--- config.mk ---
export PLATFORM = sky130hd
export DESIGN_NAME = dual_input_debouncer
export DESIGN_NICKNAME = d
export VERILOG_FILES = /design/src/rtl/dual_input_debouncer.sv
export SDC_FILE = /design/constraint.sdc
export NUM_CORES = 1
export LEC_CHECK = 0
export ABC_AREA = 0
export CORE_UTILIZATION = 30
export CTS_BUF_LIST = sky130_fd_sc_hd__clkbuf_4
export DETAILED_ROUTE_END_ITERATION = 7
export GPL_TIMING_DRIVEN = 0
export PLACE_DENSITY = 0.56
export SETUP_SLACK_MARGIN = 0.3
export SYNTH_ARGS = -nofsm -noshare
export SYNTH_HDL_FRONTEND = slang
export SYNTH_SLANG_ARGS = --single-unit
--- constraint.sdc ---
create_clock -name clk -period 1.88 [get_ports clk]
set_input_delay 0.376 -clock clk [delete_from_list [all_inputs] [get_ports clk]]
set_output_delay 0.376 -clock clk [all_outputs]
set_load 0.03 [all_outputs]
--- src/rtl/dual_input_debouncer.sv ---
// dual_input_debouncer
//   Two independent channels, each made of a synchronizer chain, a 4-state
//   debounce FSM and a stability counter. The block produces clean levels for
//   the a/b inputs of downstream 2-input gates.
//
// Ports:
//   clk            system clock, rising edge
//   rst_n          asynchronous active-low reset
//   a_raw, b_raw   raw asynchronous switch inputs
//   a, b           debounced levels (registered)
//   a_busy, b_busy channel FSM is in WAIT_HI or WAIT_LO
//   a_edge, b_edge one-cycle pulse when a/b changes
//
// Build option:
//   DEBOUNCE_EDGE_PULSE_EN  when defined, a_edge/b_edge are registered pulses
//                           aligned with the output change. When undefined,
//                           no edge flops are built and both ports read 0.
module dual_input_debouncer #(
  parameter int SYNC_STAGES     = 2,
  parameter int DEBOUNCE_CYCLES = 8
) (
  input  logic clk,
  input  logic rst_n,
  input  logic a_raw,
  input  logic b_raw,
  output logic a,
  output logic b,
  output logic a_busy,
  output logic b_busy,
  output logic a_edge,
  output logic b_edge
);

  localparam int CNT_W = $clog2(DEBOUNCE_CYCLES) + 1;
  localparam logic [CNT_W-1:0] CNT_LAST = CNT_W'(DEBOUNCE_CYCLES - 1);
  localparam logic [CNT_W-1:0] CNT_ONE  = CNT_W'(1);

  typedef enum logic [1:0] {
    STABLE_LO,
    WAIT_HI,
    STABLE_HI,
    WAIT_LO
  } state_e;

  logic [1:0] raw_v;
  logic [1:0] out_v;
  logic [1:0] busy_v;
  logic [1:0] edge_v;

  assign raw_v = {b_raw, a_raw};

  for (genvar ch = 0; ch < 2; ch++) begin : g_chan
    logic [SYNC_STAGES-1:0] sync_q, sync_d;
    state_e                 state_q, state_d;
    logic [CNT_W-1:0]       cnt_q, cnt_d;
    logic                   out_q, out_d;
    logic                   s;

    // Only the last synchronizer stage is ever seen by the FSM.
    assign s = sync_q[SYNC_STAGES-1];

    always_comb begin
      sync_d = {sync_q[SYNC_STAGES-2:0], raw_v[ch]};
    end

    // The output level is updated on the same transition that enters the
    // STABLE state, so it comes from a flop rather than a state decode.
    always_comb begin
      state_d = state_q;
      cnt_d   = cnt_q;
      out_d   = out_q;
      unique case (state_q)
        STABLE_LO: begin
          if (s) begin
            state_d = WAIT_HI;
            cnt_d   = CNT_ONE;
          end
        end
        WAIT_HI: begin
          if (!s) begin
            state_d = STABLE_LO;
            cnt_d   = '0;
          end else if (cnt_q == CNT_LAST) begin
            state_d = STABLE_HI;
            cnt_d   = '0;
            out_d   = 1'b1;
          end else begin
            cnt_d = cnt_q + CNT_ONE;
          end
        end
        STABLE_HI: begin
          if (!s) begin
            state_d = WAIT_LO;
            cnt_d   = CNT_ONE;
          end
        end
        WAIT_LO: begin
          if (s) begin
            state_d = STABLE_HI;
            cnt_d   = '0;
          end else if (cnt_q == CNT_LAST) begin
            state_d = STABLE_LO;
            cnt_d   = '0;
            out_d   = 1'b0;
          end else begin
            cnt_d = cnt_q + CNT_ONE;
          end
        end
        default: begin
          state_d = STABLE_LO;
          cnt_d   = '0;
          out_d   = 1'b0;
        end
      endcase
    end

    always_ff @(posedge clk or negedge rst_n) begin
      if (!rst_n) begin
        sync_q  <= '0;
        state_q <= STABLE_LO;
        cnt_q   <= '0;
        out_q   <= 1'b0;
      end else begin
        sync_q  <= sync_d;
        state_q <= state_d;
        cnt_q   <= cnt_d;
        out_q   <= out_d;
      end
    end

    assign out_v[ch]  = out_q;
    assign busy_v[ch] = (state_q == WAIT_HI) || (state_q == WAIT_LO);

`ifdef DEBOUNCE_EDGE_PULSE_EN
    logic edge_q, edge_d;

    always_comb begin
      edge_d = out_d ^ out_q;
    end

    always_ff @(posedge clk or negedge rst_n) begin
      if (!rst_n) begin
        edge_q <= 1'b0;
      end else begin
        edge_q <= edge_d;
      end
    end

    assign edge_v[ch] = edge_q;
`else
    assign edge_v[ch] = 1'b0;
`endif
  end

  assign a      = out_v[0];
  assign b      = out_v[1];
  assign a_busy = busy_v[0];
  assign b_busy = busy_v[1];
  assign a_edge = edge_v[0];
  assign b_edge = edge_v[1];

endmodule
==> qor.yml <==
run_status:
  outcome: "finished clean"
synthesis:
  ys_ff_latch: 18
  ys.flop_type: "dfrtp_1"
  yosysUniqueCellTypes: 23
  async_flop_share: 1.00
  synthTopCellsByArea: "dfrtp_1 (53%), nand2_1 (6.2%), xor2_2 (3.8%)"
  synth_common_cells: "dfrtp_1 (18), nand2_1 (14), nand3_1 (6), o21ai_0 (6)"
  yosys_warnings: 0
  synthCells: 81
  synth_largest_area_cell: "dfrtp_1"
  avgSynthCellArea_sq_um: 10.5
  synth_top_area_share: 0.529
  synthesis.area_sq_um: 852
  ys_seq_area_frac: 0.529
  synth-edff-count: 0
  synth_most_common_cell: "dfrtp_1"
floorplanning:
  die_w_um: 55.3
  fp.coreArea_sq_um: 2590
  top_level_ports: 10
  start_util: 0.329
  fp.dieH_um: 55.3
  std_cell_rows: 18
  die_area_sq_um: 3060
place:
  dp_cells: 119
  gp_congestion: 0.697
  port_buffers: 7
  dp_hpwl_um: 934
timing:
  max-slew-margin-rel: 0.484
  finalSetupTns_ns: 0
  rsz0062_at_grt: "false"
  tightest_slew_ns: 0.772
  max_freq_ghz: 0.685
  period_share: 0.777
  fin_crit_ns: 1.46
  finalMaxSlewViolations: 0
  setup_viol: 0
  finalClockSkew_ns: 0.00440
  hold_viol: 0
routing:
  num_vias: 596
  post_drt_wl_per_cell_um: 10.8
  drt-initial-drc-count: 4
  detail_route.first_pass.iterations: 4
  routed_wl_mm: 1.32
  ant_nets: 0
  vias_per_cell: 4.85
  drc: 0
power:
  vdd_drop_max_mv: 0.571
  p_leak_nw: 0.452
  power.density_nw_per_um2: 1200
worst_hold_path:
  hold_depth: 0
  hold_path_class: "reg -> reg"
  whs_endpoint: "g_chan[1].sync_q[1]"
  worstHoldStart: "g_chan[1].sync_q[0]"
global_route:
  grt_max_degree: 19
  antenna_found_initial: 0
  grt_pass1_vias: 519
  grt.total_usage: 0.0935
  overflow: 0
  grt_pass1_wl_mm: 2.24
final_layout:
  fill_cells: 243
  antenna_cells: 0
  drive_gt1_frac: 0.172
  layout.nets: 100
  seqCellArea_sq_um: 450
  multi_input_area_sq_um: 364
  fin_cells: 123
  area_delta_synth_final_pct: 14.7
worst_setup_path:
  r2r_slack_ns: 0.63
  r2r-start: "g_chan[0].cnt_q[0]"
  start_kind: "flip-flop"
  critPathLaunch: "g_chan[1].state_q[0]"
  required_ns: 1.50
  cp_max_fo: 10
  rr_worst_depth: 4
  arrival_ns: 1.08
  critPathKind: "reg -> out"
  r2r_end: "a"
  end_kind: "output port"
clock_network:
  path_clk_slew_ns: 0.10
  cts_sinks: 18
  clock_path_buffers: 2
  cts_hold_buf: 0
  root_buffer: "clkbuf_4"
  cts_tree: "done"
  numCtsBuffers: 3
  cts_setup_buffers: 0
  clkLatencyLatePin_ns: 0.29
  cts-htree-levels: 1
flow_run:
  maxCapViolations: 0
==> routing by layer <==
layer / wire (um) / GRT usage / vias up
li1: - / - / 296
met2: 598 / 0.138 / 10
met5: 0 / 0 / -
met1: 661 / 0.126 / 286
met3: 35 / 0.0211 / 4
met4: 27 / 0.0536 / 0
==> what timing repair did <==
action / CTS / global route
setup endpoints to repair: 4 / 2
endpoints found under the hold margin: 0 / 0
gates resized for setup: 6 / 4
==> per-stage QoR <==
| stage | hold slack [ns] | setup WS [ns] | utilization | total power [mW] | instance area (sq um) |
|---|---|---|---|---|---|
| floorplan | 0.0804 | 0.715 | - | 0.877 | 856 |
| global placement | 0.337 | 0.297 | 0.372 | 0.987 | 963 |
| detailed placement | 0.338 | 0.290 | 0.372 | 1.01 | 963 |
| CTS | 0.366 | 0.230 | 0.381 | 1.18 | 987 |
| global route | 0.380 | 0.357 | 0.377 | 1.25 | 977 |
| finish | 0.363 | 0.419 | 0.377 | 1.17 | 977 |
==> cell usage in the layout, fill, tap and decap left out, types with 2 or more instances in the layout <==
cell,synthesis,layout
xor2_2,2,2
dfrtp_1,18,18
buf_4,4,4
nand2_1,14,14
a21oi_1,5,5
mux2i_1,2,2
nand3_1,6,6
nand4b_1,2,2
conb_1,1,2
xor2_1,2,2
nor2_1,5,5
clkdlybuf4s50_1,0,3
xnor2_1,2,2
clkbuf_4,0,3
o21ai_0,6,6
ha_1,2,2
dlygate4sd2_1,0,2
clkbuf_1,2,2
==> kinds of logic after synthesis <==
logic type,Yosys count,share of synthesized area
other cells,1,0.00440
buf+inv,7,0.0485
mux,2,0.0235
fa+ha+maj,2,0.0294
compound gates,15,0.112
xor+xnor,6,0.0793
simple gates,30,0.175
flops,18,0.529
==> report_power, final <==
| group | internal, mW | switching (mW) |
|---|---|---|
| logic | 0.168 | 0.235 |
| registers | 0.477 | 0.0957 |
| clock network | 0.0772 | 0.116 |
| total | 0.723 | 0.446 |
==> worst max-delay path: stages (launching register included) <==
cell and delay [ns]:
dfrtp_1 0.37, buf_4 0.16, clkbuf_1 0.09, clkbuf_2 0.17
==> area by class of cell <==
type | count | share of cell area
tap | 30 | 0.0384
buffer | 6 | 0.0384
clock inverter | 1 | 0.00384
timing repair buffer | 7 | 0.0589
multi-input combinational | 57 | 0.373
inverter | 1 | 0.00384
clock buffer | 3 | 0.0230
sequential | 18 | 0.461
==> worst max-delay path by stage <==
| stage | end | slack [ns] | depth (start not counted) |
|---|---|---|---|
| after floorplan | b | 0.72 | 4 |
| after global placement | b_busy | 0.30 | 3 |
| after detailed placement | b_busy | 0.29 | 3 |
| after CTS | b_busy | 0.23 | 3 |
| after global routing | b_busy | 0.36 | 3 |
| final | b_busy | 0.42 | 3 |
No activity file was read; power rests on OpenSTA's default activity.
